$ cat config.mk
export PLATFORM = sky130hd
export DESIGN_NAME = store_buffer_lsu
export DESIGN_NICKNAME = d
export VERILOG_FILES = /design/src/rtl/store_buffer_lsu_pkg.sv /design/src/rtl/store_buffer_lsu_fwd_check.sv /design/src/rtl/store_buffer_lsu.sv
export SDC_FILE = /design/constraint.sdc
export NUM_CORES = 1
export LEC_CHECK = 0
export CORE_MARGIN = 3
export CORE_UTILIZATION = 25
export DETAILED_ROUTE_END_ITERATION = 6
export GPL_ROUTABILITY_DRIVEN = 0
export PLACE_DENSITY = 0.51
export SETUP_SLACK_MARGIN = 0.4
export SLEW_MARGIN = 40
export SYNTH_ARGS = -nofsm -noshare
export SYNTH_HDL_FRONTEND = slang
export SYNTH_SLANG_ARGS = --single-unit
export TNS_END_PERCENT = 50
$ cat constraint.sdc
create_clock -name clk -period 10.7 [get_ports clk]
set_clock_uncertainty 0.2 [all_clocks]
set_input_delay 3.21 -clock clk [delete_from_list [all_inputs] [get_ports clk]]
set_output_delay 3.21 -clock clk [all_outputs]
set_load 0.05 [all_outputs]
$ cat src/rtl/store_buffer_lsu_pkg.sv
// Shared types for the load/store front end: memory port structs, store buffer entry,
// default sizing and the port arbitration decision.
package store_buffer_lsu_pkg;

  localparam int unsigned SB_DEPTH  = 4;
  localparam int unsigned MEM_IDX_W = 5;

  typedef struct packed {
    logic [31:0] addr;
    logic [31:0] wr_data;
    logic        MemWrite;
    logic        MemRead;
    logic        valid;
  } memReqStruct;

  typedef struct packed {
    logic [31:0] rd_data;
  } memRespStruct;

  typedef struct packed {
    logic        valid;
    logic [31:0] addr;
    logic [31:0] data;
  } sbEntryStruct;

  typedef enum logic [1:0] {
    PORT_IDLE,
    PORT_LOAD,
    PORT_DRAIN
  } portOpEnum;

endpackage

$ cat src/rtl/store_buffer_lsu_fwd_check.sv
// Store-to-load forwarding search: finds the youngest buffered or incoming store that
// overlaps the load and reports an exact hit (forwardable) or a partial hit (stall).
module sb_fwd_check
  import store_buffer_lsu_pkg::*;
#(
  parameter int unsigned DEPTH = SB_DEPTH,
  parameter int unsigned IDX_W = MEM_IDX_W
) (
  input  sbEntryStruct               i_entries [DEPTH],
  input  logic [$clog2(DEPTH)-1:0]   i_head,
  input  logic                       i_st_enq,
  input  logic [31:0]                i_st_addr,
  input  logic [31:0]                i_st_data,
  input  logic [31:0]                i_ld_addr,
  output logic                       o_fwd_hit,
  output logic                       o_partial_hit,
  output logic [31:0]                o_fwd_data
);

  localparam int unsigned PTR_W = $clog2(DEPTH);

  function automatic logic overlaps(input logic [IDX_W-1:0] a, input logic [IDX_W-1:0] b);
    logic [IDX_W-1:0] d_ab;
    logic [IDX_W-1:0] d_ba;
    d_ab = a - b;
    d_ba = b - a;
    return (d_ab < IDX_W'(4)) || (d_ba < IDX_W'(4));
  endfunction

  logic [PTR_W-1:0] w_idx;
  logic             w_unused_hi;

  // Walking oldest to youngest and letting later hits overwrite earlier ones yields the
  // same result as a youngest-first priority search from tail-1 back to head.
  always_comb begin
    o_fwd_hit     = 1'b0;
    o_partial_hit = 1'b0;
    o_fwd_data    = '0;
    w_idx         = '0;
    for (int unsigned k = 0; k < DEPTH; k++) begin
      w_idx = i_head + PTR_W'(k);
      if (i_entries[w_idx].valid &&
          overlaps(i_entries[w_idx].addr[IDX_W-1:0], i_ld_addr[IDX_W-1:0])) begin
        o_fwd_hit     = (i_entries[w_idx].addr[IDX_W-1:0] == i_ld_addr[IDX_W-1:0]);
        o_partial_hit = !o_fwd_hit;
        o_fwd_data    = i_entries[w_idx].data;
      end
    end
    if (i_st_enq && overlaps(i_st_addr[IDX_W-1:0], i_ld_addr[IDX_W-1:0])) begin
      o_fwd_hit     = (i_st_addr[IDX_W-1:0] == i_ld_addr[IDX_W-1:0]);
      o_partial_hit = !o_fwd_hit;
      o_fwd_data    = i_st_data;
    end
  end

  always_comb begin
    w_unused_hi = ^{i_st_addr[31:IDX_W], i_ld_addr[31:IDX_W]};
    for (int unsigned k = 0; k < DEPTH; k++) begin
      w_unused_hi = w_unused_hi ^ (^i_entries[k].addr[31:IDX_W]);
    end
  end

endmodule

$ cat src/rtl/store_buffer_lsu.sv
// Load/store front end: in-order store buffer draining to one memory port, loads sharing
// that port with store-to-load forwarding and a one-cycle tagged load response.
module store_buffer_lsu
  import store_buffer_lsu_pkg::*;
#(
  parameter int unsigned DEPTH = SB_DEPTH,
  parameter int unsigned TAG_W = 6,
  parameter int unsigned IDX_W = MEM_IDX_W
) (
  input  logic                     clk,
  input  logic                     reset,
  input  logic                     st_valid,
  output logic                     st_ready,
  input  logic [31:0]              st_addr,
  input  logic [31:0]              st_data,
  input  logic                     ld_valid,
  output logic                     ld_ready,
  input  logic [31:0]              ld_addr,
  input  logic [TAG_W-1:0]         ld_tag,
  output logic                     ld_resp_valid,
  output logic [TAG_W-1:0]         ld_resp_tag,
  output logic [31:0]              ld_resp_data,
  output memReqStruct              mem_req,
  input  memRespStruct             mem_resp,
  output logic [$clog2(DEPTH):0]   sb_count,
  output logic                     sb_empty
);

  localparam int unsigned PTR_W = $clog2(DEPTH);
  localparam int unsigned CNT_W = PTR_W + 1;

  sbEntryStruct     r_entries [DEPTH];
  logic [PTR_W-1:0] r_head;
  logic [PTR_W-1:0] r_tail;
  logic [CNT_W-1:0] r_count;
  logic             r_resp_valid;
  logic [TAG_W-1:0] r_resp_tag;
  logic [31:0]      r_resp_data;

  logic             w_full;
  logic             w_enq;
  logic             w_ld_fire;
  logic             w_drain;
  logic             w_fwd_hit;
  logic             w_partial_hit;
  logic [31:0]      w_fwd_data;
  logic [31:0]      w_ld_data;
  portOpEnum        w_port_op;

  assign w_full    = (r_count == CNT_W'(DEPTH));
  assign st_ready  = !w_full;
  assign w_enq     = st_valid && st_ready;
  assign ld_ready  = !reset && !w_full && !w_partial_hit;
  assign w_ld_fire = ld_valid && ld_ready;
  assign w_ld_data = w_fwd_hit ? w_fwd_data : mem_resp.rd_data;
  assign w_drain   = (w_port_op == PORT_DRAIN);

  assign sb_count      = r_count;
  assign sb_empty      = (r_count == '0);
  assign ld_resp_valid = r_resp_valid;
  assign ld_resp_tag   = r_resp_tag;
  assign ld_resp_data  = r_resp_data;

  sb_fwd_check #(
    .DEPTH (DEPTH),
    .IDX_W (IDX_W)
  ) u_fwd_check (
    .i_entries     (r_entries),
    .i_head        (r_head),
    .i_st_enq      (w_enq),
    .i_st_addr     (st_addr),
    .i_st_data     (st_data),
    .i_ld_addr     (ld_addr),
    .o_fwd_hit     (w_fwd_hit),
    .o_partial_hit (w_partial_hit),
    .o_fwd_data    (w_fwd_data)
  );

  always_comb begin
    w_port_op = PORT_IDLE;
    if (w_ld_fire) begin
      w_port_op = PORT_LOAD;
    end else if (!reset && r_count != '0) begin
      w_port_op = PORT_DRAIN;
    end
  end

  always_comb begin
    mem_req = '0;
    case (w_port_op)
      PORT_LOAD: begin
        mem_req.addr    = ld_addr;
        mem_req.MemRead = 1'b1;
        mem_req.valid   = 1'b1;
      end
      PORT_DRAIN: begin
        mem_req.addr     = r_entries[r_head].addr;
        mem_req.wr_data  = r_entries[r_head].data;
        mem_req.MemWrite = 1'b1;
        mem_req.valid    = 1'b1;
      end
      default: ;
    endcase
  end

  always_ff @(posedge clk) begin
    if (reset) begin
      for (int unsigned k = 0; k < DEPTH; k++) begin
        r_entries[k] <= '0;
      end
      r_head  <= '0;
      r_tail  <= '0;
      r_count <= '0;
    end else begin
      if (w_enq) begin
        r_entries[r_tail] <= '{valid: 1'b1, addr: st_addr, data: st_data};
        r_tail            <= r_tail + PTR_W'(1);
      end
      if (w_drain) begin
        r_entries[r_head].valid <= 1'b0;
        r_head                  <= r_head + PTR_W'(1);
      end
      case ({w_enq, w_drain})
        2'b10:   r_count <= r_count + CNT_W'(1);
        2'b01:   r_count <= r_count - CNT_W'(1);
        default: ;
      endcase
    end
  end

  always_ff @(posedge clk) begin
    if (reset) begin
      r_resp_valid <= 1'b0;
      r_resp_tag   <= '0;
      r_resp_data  <= '0;
    end else begin
      r_resp_valid <= w_ld_fire;
      if (w_ld_fire) begin
        r_resp_tag  <= ld_tag;
        r_resp_data <= w_ld_data;
      end
    end
  end

endmodule

# After elaboration in Yosys (flattened, before gate mapping)
# Cells that the tools add are included.
# op_classes
addsub	16
magnitude_cmp	17
eq_ne	10
mux	44
bitwise	5
reduce_logical	29
# ops
operator	n
$mux 260	3
$mux 65	10
$bmux 65 s2	4
$bwmux 260	2
$demux 65 s2	2
$mux 32	6
$pmux 32 s2	1
$lt 5x3->1 const B	10
$sub 5x5->5	10
$mux 33	1
$eq 5x5->1	5
$ge 3x3->1 const B	5
$not 2->3	5
$logic_and 1x1->1	12
$mux 1	12
$logic_not 1->1	8
$lt 3x1->1 const B	2
$pmux 3 s2	1
$logic_or 1x1->1	5
$add 2x1->2 const B	2
$add 2x2->2 const B	2
$eq 2x1->1 const B	2
$eq 2x2->1 const B	2
$mux 2	2
other kinds (7)	7
# totals
register_bits	306
input_bits	138
out_inout_bits	112
word_cells	139

# Depth between registers and ports, before layout
# Gate-level depths: netlist of the first run.
# logic_depth
word_depth	20
mapped_depth	29
mapped_depth_nobuf	19

# Modules after synthesis
# A second synthesis of the first run with hierarchy kept.
# hier_totals
cells_unflattened	2379
hier_area_um2	19174.6
# modules_own_cells
mod	instances	cells_each	area_per_inst_um2	seq_area_each_um2
store_buffer_lsu	1	1517	13136.3	6125.9
sb_fwd_check	1	862	6038.3	0.0

# Least setup slack after synthesis of the first run
# OpenSTA, ideal clock, no wires.
# synth_path
path_type	reg-to-output
from	register r_head[0]
to	output mem_req[35] (netlist bit)
arrival_time_ns	7.079
required_ns	7.290
setup_slack_ns	0.211
stages_incl_launch_ff	22
n_path_buf	9
path_cell_list	dfxtp_1 buf_6 clkbuf_1 buf_2 clkbuf_1 clkbuf_1 inv_1 ha_1 clkbuf_1 clkbuf_1 mux4_2 ha_1 nor2b_1 o41a_1 o311ai_1 nand3_1 a21oi_1 a211oi_1 o21a_1 buf_6 clkbuf_1 o31ai_1
# synth_lines
element	line_no	source
start: declaration	store_buffer_lsu.sv:33	logic [PTR_W-1:0] r_head;
start signal: assignment	store_buffer_lsu.sv:121	r_head <= r_head + PTR_W'(1);
end: declaration	store_buffer_lsu.sv:23	output memReqStruct mem_req,

==> metrics.md, run 1 <==
| Metric | Value |
|---|---|
| Synth Register Bits | 306 |
| Leading area contributor after synthesis | dfxtp_1 |
| Synth warn | 0 |
| Number of max-cap violations | 0 |
| Syn nets | 2348 |
| First-pass GRT wire length | 104000 µm |
| Final Max Tran Viols | 0 |
| Core area | 73100 µm² |
| Top-count cell post-synth | nand2_1 |
| Mean Syn Cell Area | approximately 8.6 µm² |
| Remaining antenna violation count | 0 |
| TritonCTS clock tree | yes |
| Clock Tree Buf Depth | 3 |
| Top post-synthesis cells by area | dfxtp_1 (33%), mux4_2 (22%), nand2_1 (12%) |
| Chip width | 278 µm |
| Routed vias/inst | 5.25 |
| Port buffer count | 249 |
| Clock transition at the registers of the reported paths | roughly 0.050 ns |
| VDD IR max | 0.000171 V |
| Final setup fails | 0 |
| CTS Hold Bufs | 0 |
| Top cell type's share of synthesized area | 33.1% |
| Critical path peak fanout | 46 |
| Post-synth top cells | nand2_1 (592), a21oi_1 (326), dfxtp_1 (306), mux4_2 (179), clkbuf_1 (161) |
| Pwr Density | 203 nW/µm² |
| Cell variety after synth | 65 |
| Rel. slew slack | roughly two fifths |
| Mapped Cells | 2160 |
| Static leakage | 7.95 nW |
| Global Route Usage Sum | 17.3% |
| Initial antenna violation count | 7 |
| Area growth, synth to finish | 30.4% |
| Rows | 99 |
| Post-Route WL | 68700 µm |
| Syn Std Cell Area | 18500 µm² |
| Final critical-path share of the clock period | 95.2% |
| Remaining DRCs | 0 |
| Top_reg_cell synth | dfxtp_1 |
| Fmax | 98.2 MHz |
| Slew @ Worst Pin | 0.875 ns |
| Seq/Total Area, Yosys | 33.1% |
| Hold Path Class | reg2reg |
| Hold_ws | 0.253 ns |
| Share of synthesized flip-flops with an asynchronous set or reset | 0% |
| Chip Height | 278 µm |
| Critical Path End Type | output port |
| EDFF count, synth | 0 |
| Layout cells sized above 1 | about 17% |
| Pre-antenna DRT Iters | 6 |
| WL/cell | between 20 and 25 µm |
| Starting DRT DRC Count | ~1.4k |
| Dpl hpwl | around 43000 µm |
| Initial Utilization | 25.3% |
| Setup TNS Final | 0 ns |
| Via count | between 15k and 20k |
| Worst-Skew Late Latency | 0.58 ns |
| WS Path Type | in2out |
| Fin nets | ~2.5k |
| Final Hold Vio Count | 0 |
| Num Clock Sinks | 306 |
| Tot Pwr | 0.00490 W |
| Crit start category | input pin |
| Largest net degree at the start of global routing | 123 |
| Fin crit period | 10.19 ns |
| Root Driver | clkbuf_16 |
| H-Tree Depth | 2 |
| CP required | 7.29 ns |
| Status | completed |
| CTS Buf Count | 40 |
| DIE AREA | about 77000 µm² |
| Vias in the first global route | 17.4k |
| # IOs | 250 |
| RSZ-0062 raised after global routing | yes |
| Global route total overflow | 0 |
| Arrival @ worst endpoint | 6.78 ns |
per-stage QoR:
step | setup slack (ns) | utilization (%) | std cells | cell area [µm²]
after floorplan | 0.211 | - | 2160 | 18500
after global placement | 0.486 | 30.9 | 3219 | 22600
after detailed placement | 0.429 | 31.0 | 3221 | 22700
after CTS | 0.418 | 32.9 | 3295 | 24000
after global routing | 0.392 | 33.0 | 3296 | 24100
final | 0.513 | 33.0 | 3300 | 24100
kinds of logic after synthesis:
logic type                 count (synthesis)  share of synthesized area (%)
AOI/OAI and AO/OA                        503                           16.1
xor gates and xnor gates                  14                          0.704
adders and majority gates                 50                           3.42
buffers and inverters                    257                           5.47
DFF                                      306                           33.1
muxes                                    187                           22.2
and+or+nand+nor                          843                           18.9
cells in the final DEF (no fill, tap or decap), types with 4 or more instances in the layout:
master,n
nor2b_1,8
a211oi_1,10
clkdlybuf4s50_1,180
nand2_1,587
nand2b_1,6
o21ai_0,59
and2_1,35
clkinv_2,10
buf_4,30
or2_2,4
o32ai_2,9
a221oi_1,32
nor4_1,6
xor2_1,5
diode_2,5
o21ai_1,8
buf_6,5
ha_1,48
xnor2_1,8
nor3_1,67
nand3_1,5
clkbuf_1,7
clkbuf_16,40
o32ai_1,24
mux2i_1,7
buf_12,72
and3_4,4
mux4_2,179
dfxtp_1,304
inv_1,69
clkbuf_8,9
nor2_1,94
a21oi_1,325
path summary, 6_finish.rpt:
path / startpoint / end / slack [ns] / depth (start not counted)
worst min register to register: flop / flop / 0.25 / 2
worst min-delay path: flop / flop / 0.25 / 2
worst max-delay path: ld_addr[1] / mem_req[63] / 0.51 / 14
worst max register to register: r_head[0] / sb_count[2] / 4.88 / 20
repair_timing:
action | CTS | global route
gates resized for setup | 0 | 16
endpoints found under the setup margin | 0 | 66
buffers inserted | 0 | 0
cell type report:
type                       instances  area [µm²]
fill                            7475       49000
multi-input combinational       1597       11500
sequential                       306        6130
timing repair buffer             289        3570
tap                              959        1200
clock buffer                      56        1150
inverter                          70         263
clock inverter                    18         233
antenna                            5        12.5
critical path, stage by stage:
cell,delay (ns)
clkdlybuf4s50_1,0.48
inv_1,0.15
ha_1,0.35
nor2b_1,0.21
o41a_1,0.40
o311ai_2,0.36
nand3_1,0.21
a21oi_4,0.16
a211oi_1,0.08
buf_4,0.14
o21a_4,0.23
buf_12,0.17
o21ai_0,0.39
buf_12,0.19
metal layers:
layer / share of wire (%) / wire, µm / GRT usage [%]
met5: 0.050 / 34 / 0
met4: 2.8 / 1940 / 5.85
met3: 7.9 / 5440 / 4.49
met2: 49 / 33600 / 29.8
met1: 40 / 27600 / 20.8
power breakdown:
group	switching [W]	internal (W)	total (W)
Combinational	0.00126	0.000867	0.00212
Sequential	0.000136	0.00125	0.00139
Clock	0.000558	0.000833	0.00139
Power figures use the tool's default switching activity.
==> inputs of run 2 (changes only) <==
Settings changed: CAP_MARGIN set to 20, CORE_ASPECT_RATIO set to 1.4.
==> metrics.md, run 2 (synthesis results as in run 1) <==
| Metric | Value |
|---|---|
| Status | completed |
| Number of max-cap violations | 0 |
| Starting DRT DRC Count | 1173 |
| TritonCTS clock tree | yes |
| First-pass GRT wire length | 106000 µm |
| Sequential cell area | about 6100 µm² |
| Met1 Use GR | 19.6% |
| Remaining antenna violation count | 0 |
| Layout cells sized above 1 | 17.2% |
| Rows | 117 |
| Clock power frac | 26.2% |
| Global Route Usage Sum | 17.5% |
| Crit-path cells | clkdlybuf4s50_1, inv_1, ha_1, nor2b_1, o41a_1, o311ai_4, nand3_1, a21oi_4, a211oi_2, buf_4, o21a_4, buf_4, o31ai_1, buf_12 |
| Chip Height | between 300 and 400 µm |
| DIE AREA | 77300 µm² |
| Final setup fails | 0 |
| Initial Utilization | 25.3% |
| Num Clock Sinks | about 300 |
| Final setup margin | 0.493 ns |
| Fin crit period | slightly above 10 ns |
| WS Path Type | in2out |
| Arrival @ worst endpoint | 6.80 ns |
| Crit-path max cell delay | 0.48 ns |
| Static leakage | ~8 nW |
| Fillers | 7424 |
| Crit start category | input pin |
| CTS Hold Bufs | 0 |
| Worst-Skew Late Latency | 0.55 ns |
| Initial antenna violation count | 5 |
| Via count | 17.3k |
| Routed vias/inst | about 5.3 |
| Commonest non-fill, non-tap cell in the layout | nand2_1 |
| GR Util met3 | under 10% |
| CTS Buf Count | 37 |
| Global route total overflow | 0 |
| VDD IR max | 0.000165 V |
| Largest net degree at the start of global routing | slightly below 200 |
| Port buffer count | 249 |
| Chip width | 236 µm |
| Postcts setup bufs | 0 |
| Register share of total power | roughly 29% |
| Pre-antenna DRT Iters | 5 |
| H-Tree Depth | 2 |
| Critical Path End Type | output port |
| Pwr Density | 200 nW/µm² |
| Grt peak-use layer | met2 |
| Remaining DRCs | 0 |
| Met2 usage | 32.8% |
| Final Max Tran Viols | 0 |
| Fin nets | 2494 |
| Dpl hpwl | 42800 µm |
| Area growth, synth to finish | 29.6% |
| Clock transition at the registers of the reported paths | 0.06 ns |
| Fmax | roughly 98 MHz |
| Final Hold Vio Count | 0 |
| # IOs | 250 |
| Critical path peak fanout | 12 |
| Root Driver | clkbuf_16 |
| Setup TNS Final | 0 ns |
| Net Sw Frac | 40.2% |
| RSZ-0062 raised after global routing | no |
| WL/cell | 21.3 µm |
| Place WS | 0.179 ns |
| Rel. slew slack | 48.2% |
| Logic pwr share | about 45% |
| Post-Route WL | 70000 µm |
| Int Pwr | roughly 0.0029 W |
| Area of the multi-input gates | 11600 µm² |
| CP required | 7.29 ns |
| Final critical-path share of the clock period | 95.4% |
| Slew @ Worst Pin | around 0.78 ns |
| Vias in the first global route | 17.6k |
| Core area | 73000 µm² |
| Cell mode on critical path | buf_4 |
| NetSw | 0.00192 W |
| Hold Path Class | reg2reg |
| Clock Tree Buf Depth | 3 |
| Most frequent cells in the layout | nand2_1 (587), a21oi_1 (325), dfxtp_1 (304) |
| Slowest CP cell | clkdlybuf4s50_1 |
-- run 2: what timing repair did --
action	in CTS	in global routing
resized for setup	9	13
pin swaps	1	1
endpoints found under the setup margin	65	65
-- run 2: worst paths after layout --
kind,startpoint,end,slack (ns),cells after the start
worst max-delay path,ld_addr[1],mem_req[36],0.49,14
worst min-delay path,flop,flop,0.25,2
worst max register to register,r_head[1],ld_resp_data[9],5.07,15
worst min register to register,flop,flop,0.25,2
-- run 2: power by group through the flow --
stage	Sequential, W	Combinational, W	Clock, W
after floorplan	0.00146	0.00132	0
after global placement	0.00141	0.00211	0
after detailed placement	0.00142	0.00215	0
after CTS	0.00140	0.00216	0.00130
after global routing	0.00142	0.00229	0.00133
final	0.00139	0.00214	0.00125
-- run 2: through the flow --
stage / hold slack [ns] / instance area (µm²) / power, W / std cells / util (%)
floorplan: 0.233 / 18500 / 0.00278 / 2160 / -
global placement: 0.238 / 22600 / 0.00352 / 3216 / 30.9
detailed placement: 0.246 / 22600 / 0.00357 / 3217 / 31.0
CTS: 0.255 / 23800 / 0.00486 / 3275 / 32.6
global route: 0.270 / 23900 / 0.00503 / 3278 / 32.8
finish: 0.251 / 24000 / 0.00479 / 3280 / 32.8
-- run 2: layer usage --
layer	share of wire, %	up-vias	wire, µm
li1	-	7955	-
met1	38	8508	26300
met4	3.6	2	2510
met3	6.2	132	4320
met2	53	683	36900
met5	0.019	-	13
-- run 2: worst max-delay path: cells and delay by family --
family,cells,cell delay (ns)
and+or+nand+nor,2,0.38
AOI/OAI and AO/OA,6,1.67
buffers and inverters,5,1.16
adders and majority gates,1,0.35
-- run 2: final cells by class --
| type | instances | share of cell area, % |
|---|---|---|
| Multi-Input combinational cell | 1597 | 48.3 |
| Inverter | 70 | 1.10 |
| Clock inverter | 7 | 0.423 |
| Sequential cell | 306 | 25.6 |
| Tap cell | 952 | 4.97 |
| Antenna cell | 3 | 0.0313 |
| Clock buffer | 51 | 4.42 |
| Timing Repair Buffer | 294 | 15.2 |
==> inputs of run 3 (changes only) <==
Settings changed: ABC_AREA set to 1, CORE_MARGIN 3 to not set, PLACE_DENSITY 0.51 to 0.5, SKIP_LAST_GASP set to 1.
==> metrics.md, run 3 <==
| Metric | Value |
|---|---|
| Status | completed |
| CTS Buf Count | 40 |
| Placed Instances | 4497 |
| Pre-antenna DRT Iters | 5 |
| Clock transition at the registers of the reported paths | 0.05 ns |
| Final critical-path share of the clock period | 93.7% |
| Critical Path End Type | output port |
| Final Hold Vio Count | 0 |
| Starting DRT DRC Count | 1334 |
| RSZ-0062 raised after global routing | yes |
| Core area | ~78000 µm² |
| Mean Syn Cell Area | around 5.8 µm² |
| Initial antenna violation count | 6 |
| Final setup fails | 0 |
| Area of the multi-input gates | 11000 µm² |
| Synth Register Bits | 306 |
| Cell mode on critical path | nand2_1 |
| Area growth, synth to finish | 25.1% |
| Syn nets | 3587 |
| CP required | 7.29 ns |
| Final Max Tran Viols | 0 |
| Fillers | 8705 |
| Hold Path Class | reg2reg |
| Post-synth top cells | nand2_1 (1071), o21ai_0 (454), inv_1 (446), a21oi_1 (313), dfxtp_1 (306) |
| Slowest CP cell | clkdlybuf4s50_1 |
| Synth warn | 0 |
| Clock Tree Buf Depth | 3 |
| Top_reg_cell synth | dfxtp_1 |
| Crit-path cells | clkdlybuf4s50_1, inv_1, ha_1, nand2_1, inv_1, a21oi_1, inv_1, nand3_1, nand3_1, a21oi_4, nand3_1, nand2_1, nand2_1, nand2_1, nand2_1, nand2_1, nand2_2, nand3_4, buf_4, nand3_1, nand2_1, buf_12 |
| Pwr Density | 278 nW/µm² |
| TritonCTS clock tree | yes |
| Initial Utilization | about a quarter |
| Crit-path max cell delay | 0.48 ns |
| First-pass GRT wire length | 117000 µm |
| Vias in the first global route | 20.2k |
| Dpl hpwl | ~47000 µm |
| Crit start category | input pin |
| Share of synthesized flip-flops with an asynchronous set or reset | 0% |
| Top post-synthesis cells by area | dfxtp_1 (31%), nand2_1 (20%), o21ai_0 (11%) |
| Mapped Cells | 3399 |
| Top cell type's share of synthesized area | 31.0% |
| Routed vias/inst | between 4 and 5 |
| VDD IR max | 0.000278 V |
| Chip width | 240 µm |
| # IOs | 250 |
| H-Tree Depth | 2 |
| EDFF count, synth | 0 |
| WS Path Type | in2out |
| Port buffer count | 249 |
| Syn Std Cell Area | 19800 µm² |
| Fin crit period | 10.02 ns |
| Non-Filler Instances | between 4k and 5k |
| Commonest non-fill, non-tap cell in the layout | nand2_1 |
| Arrival @ worst endpoint | 6.61 ns |
| Cell variety after synth | 34 |
| Number of max-cap violations | 0 |
| Largest net degree at the start of global routing | 155 |
| Fin nets | 3682 |
| Via count | 21.2k |
| Root Driver | clkbuf_16 |
| Critical path peak fanout | 25 |
| Seq/Total Area, Yosys | 31.0% |
| Rows | 121 |
| Worst-Skew Late Latency | between 0.5 and 0.6 ns |
| Rel. slew slack | a little over two fifths |
| CTS Hold Bufs | 0 |
| Num Clock Sinks | about 310 |
| Layout cells sized above 1 | 6.07% |
| Slew @ Worst Pin | ~0.86 ns |
| WL/cell | around 17 µm |
| Static leakage | 10.7 nW |
| DIE AREA | 80200 µm² |
| Top-count cell post-synth | nand2_1 |
| Sequential cell area | 6130 µm² |
| Diodes inserted | 0 |
| Global Route Usage Sum | a little under a fifth |
| Remaining DRCs | 0 |
| Global route total overflow | 0 |
| Remaining antenna violation count | 0 |
| Post-Route WL | 76700 µm |
| Setup TNS Final | 0 ns |
| Chip Height | 335 µm |
| Fmax | 99.8 MHz |
| Most frequent cells in the layout | nand2_1 (1065), o21ai_0 (454), inv_1 (443) |
| Leading area contributor after synthesis | dfxtp_1 |
## run 3: cell types whose count changed after synthesis, sizes merged, moves of 26 or more
cell / before / now
nand3: 5 / 208
a221oi: 34 / 0
buf: 24 / 63
nor2: 97 / 215
o21ai: 67 / 481
mux4: 179 / 0
nor3: 67 / 1
nand2: 592 / 1077
and2: 36 / 0
o22ai: 1 / 27
inv: 70 / 452
o32ai: 33 / 0
## run 3: path summary, 6_finish.rpt
| path | startpoint | to | slack [ns] | cells after the start |
|---|---|---|---|---|
| min | flop | flop | 0.26 | 2 |
| max | ld_addr[2] | mem_req[59] | 0.68 | 22 |
| min reg2reg | flop | flop | 0.26 | 2 |
| max reg2reg | r_head[1] | ld_resp_data[23] | 4.93 | 29 |
## run 3: metrics by stage
step	hold slack [ns]	worst slack, ns	cell area [µm²]	total power [W]	utilization, %
after floorplan	0.240	1.29	19800	0.00404	-
after global placement	0.249	0.615	23200	0.00540	29.8
after detailed placement	0.253	0.503	23300	0.00544	29.9
after CTS	0.262	0.499	24700	0.00693	31.7
after global routing	0.277	0.384	24700	0.00739	31.7
final	0.261	0.676	24700	0.00687	31.7
## run 3: cell type report
type / count / area share (%)
inverters: 453 / 6.92
clock inverters: 25 / 1.22
repair buffers: 291 / 12.8
clock buffers: 48 / 4.46
flip-flops and latches: 306 / 24.8
multi-input cells: 2402 / 44.5
well taps: 1045 / 5.29
## run 3: where the power goes
group	total (W)	switching, W	leakage (nW)	internal, W
clock network	0.00146	0.000595	0.696	0.000863
registers	0.00137	0.0000952	2.50	0.00128
logic	0.00403	0.00284	7.53	0.00119
total	0.00687	0.00353	10.7	0.00333
## run 3: worst max-delay path, delay by kind of cell
family                     cells  cell delay [ns]
AOI/OAI and AO/OA              2             0.40
and+or+nand+nor               13             1.28
buffers and inverters          6             1.28
adders and majority gates      1             0.41
## run 3: logic make-up (layout without fill, tap and decap cells)
kind of cell	Yosys count	in the layout	synth area share [%]
AND/OR/NAND/NOR	1507	1507	30.1
AO/OA/AOI/OAI	833	833	21.5
buffers and inverters	691	817	13.7
flip-flops	306	306	31.0
adder cells (fa/ha/maj)	50	50	3.20
XOR/XNOR	12	12	0.532
## run 3: repair_timing
item                                    4_1_cts  5_1_grt
setup buffers                                 0        0
endpoints found under the setup margin        0       52
resized for setup                             0        7
hold endpoints to repair                      0        0
## run 3: per-layer routing
layer  part of all wire [%]  routed length [µm]  vias to the layer above  track usage [%]
met3                    5.2                3960                      134             3.20
li1                       -                   -                    10900                -
met5                  0.095                  73                        -                0
met1                     42               32400                     9730             22.3
met2                     49               37800                      488             33.8
met4                    3.3                2500                       12             6.72
==> RTL change, RTL diff (settings of run 1) <==
Register the output `sb_count` once more, without a reset; this adds one clock of latency there. The other outputs are not delayed to match.
--- a/src/rtl/store_buffer_lsu.sv
+++ b/src/rtl/store_buffer_lsu.sv
@@ -55,7 +55,9 @@
   assign w_ld_data = w_fwd_hit ? w_fwd_data : mem_resp.rd_data;
   assign w_drain   = (w_port_op == PORT_DRAIN);
 
-  assign sb_count      = r_count;
+  always_ff @(posedge clk) begin
+    sb_count <= r_count;
+  end
   assign sb_empty      = (r_count == '0);
   assign ld_resp_valid = r_resp_valid;
   assign ld_resp_tag   = r_resp_tag;
Function: not settled (the Yosys comparison gave no result); the edit may change what the design does.
==> RTL change against run 1 <==
- synthesized area increased by 0.32%
- via count up 0.32%
- routed wire length is 0.86% higher
- largest cell class unchanged
- utilization decreased by 0.17 points
- sequential share of layout area up 0.33 points
- maximum frequency rose by 0.14%
- non-clock buffer count stayed put
- total power up 0.14%
- largest power group unchanged
- sequential cell count grew 3
- setup slack gained 0.015 ns
- worst hold slack got worse by 0.027 ns
- final cell count is 0.15% lower
- cell area fell by 0.33%
==> RTL change: results (changes against run 1) <==
[run_status]
status=finished clean

[pwr]
p_leak_nw=7.92  ; -0.36%
ir_drop_mv=0.186  ; +8.7%

[cells_and_area]
drive_gt1_frac=0.171  ; -0.00285
stdcell_count=3295  ; -0.15%

[route]
vias=17400  ; +0.32%
met3_length_mm=4.72  ; -13%
wl_met1_mm=28.2  ; +2.1%
routed_wl_mm=69.2  ; +0.86%
drtIter0Drc=1555  ; +12%

[place]
place_area_sq_mm=0.0226  ; about the same
dp_slack_ns=0.233  ; -0.196 ns
dp_hpwl_mm=42.7  ; about the same
post-place-cells=3222  ; +0.031%

[worst_setup_path]
crit_arrival_ns=6.76  ; -0.02 ns
rr_worst_depth=19  ; -5.0%
path_max_fanout=40  ; -13%
r2r_end=r_count[2]
reg2reg_slack_ns=4.70  ; -0.18 ns

[global_routing]
grt_pass1_wl_mm=105  ; +0.42%
grt_max_degree=109  ; -11%
met2_usage=0.299  ; +0.000684
track_usage=0.174  ; +0.00105

[logic_synthesis]
synth_mux_area_frac=0.222  ; -0.000721
ys_seq_area_frac=0.334  ; +0.00217
syn_nets=2351  ; +0.13%
async_reset_ff_frac=0  ; unchanged
synth_compound_area_frac=0.160  ; -0.000520
synth_xor_xnor_area_share=0.00702  ; -0.0000228
synth_top_area_frac=0.334  ; +0.00217
synth_common_cells=592 x nand2_1, 326 x a21oi_1, 309 x dfxtp_1, 179 x mux4_2, 161 x clkbuf_1
synth.area.top_cells=dfxtp_1 33%, mux4_2 22%, nand2_1 12%
synth_adder_area_share=0.0341  ; -0.000111

[sta]
whs_ns=0.226  ; -0.0271 ns
relSlewSlack=0.446  ; +0.0292

[worst_hold_path]
min_path_cells=0  ; -2

[clock_network]
cts_buffers=39  ; -2.5%

-- RTL change: worst max-delay path: cells and delay by family --
family / cells / cell delay [ns]
compound gates: 6 / 1.37
fa+ha+maj: 1 / 0.38
buf+inv: 6 / 1.30
simple gates: 1 / 0.49
-- RTL change: cells by family after synthesis --
| group | after synthesis |
|---|---|
| multiplexers | 187 |
| AO/OA/AOI/OAI | 503 |
| adder cells (fa/ha/maj) | 50 |
| XOR/XNOR | 14 |
| flip-flops | 309 |
| buffers and inverters | 257 |
| AND/OR/NAND/NOR | 843 |
-- RTL change: worst max-delay path by stage --
stage               startpoint          end  slack [ns]  cells after the start
finish              ld_addr[3]  mem_req[59]        0.53                     14
global route        ld_addr[3]  mem_req[59]        0.33                     14
CTS                 ld_addr[1]  mem_req[36]        0.42                     14
detailed placement  ld_addr[3]  mem_req[44]        0.23                     15
global placement    ld_addr[3]  mem_req[43]        0.34                     15
floorplan            r_head[0]  mem_req[35]        0.21                     21
-- RTL change: area by class of cell --
| cell class | count | area (sq um) |
|---|---|---|
| fillers | 7443 | 49200 |
| clock buffers | 51 | 1090 |
| inverters | 70 | 263 |
| repair buffers | 289 | 3560 |
| multi-input cells | 1597 | 11500 |
| diodes | 2 | 5.00 |
| flip-flops and latches | 309 | 6190 |
| well taps | 959 | 1200 |
| clock inverters | 18 | 244 |
-- RTL change: report_power, final --
group | switching (mW) | internal (mW) | total [mW]
Clock | 0.562 | 0.822 | 1.38
Sequential | 0.129 | 1.27 | 1.40
Combinational | 1.26 | 0.866 | 2.13
Total | 1.96 | 2.96 | 4.91
-- RTL change: what timing repair did --
| item | CTS | global route |
|---|---|---|
| pin swaps | 0 | 0 |
| buffers inserted | 1 | 1 |
| endpoints found under the setup margin | 61 | 65 |
| gates resized for setup | 4 | 10 |
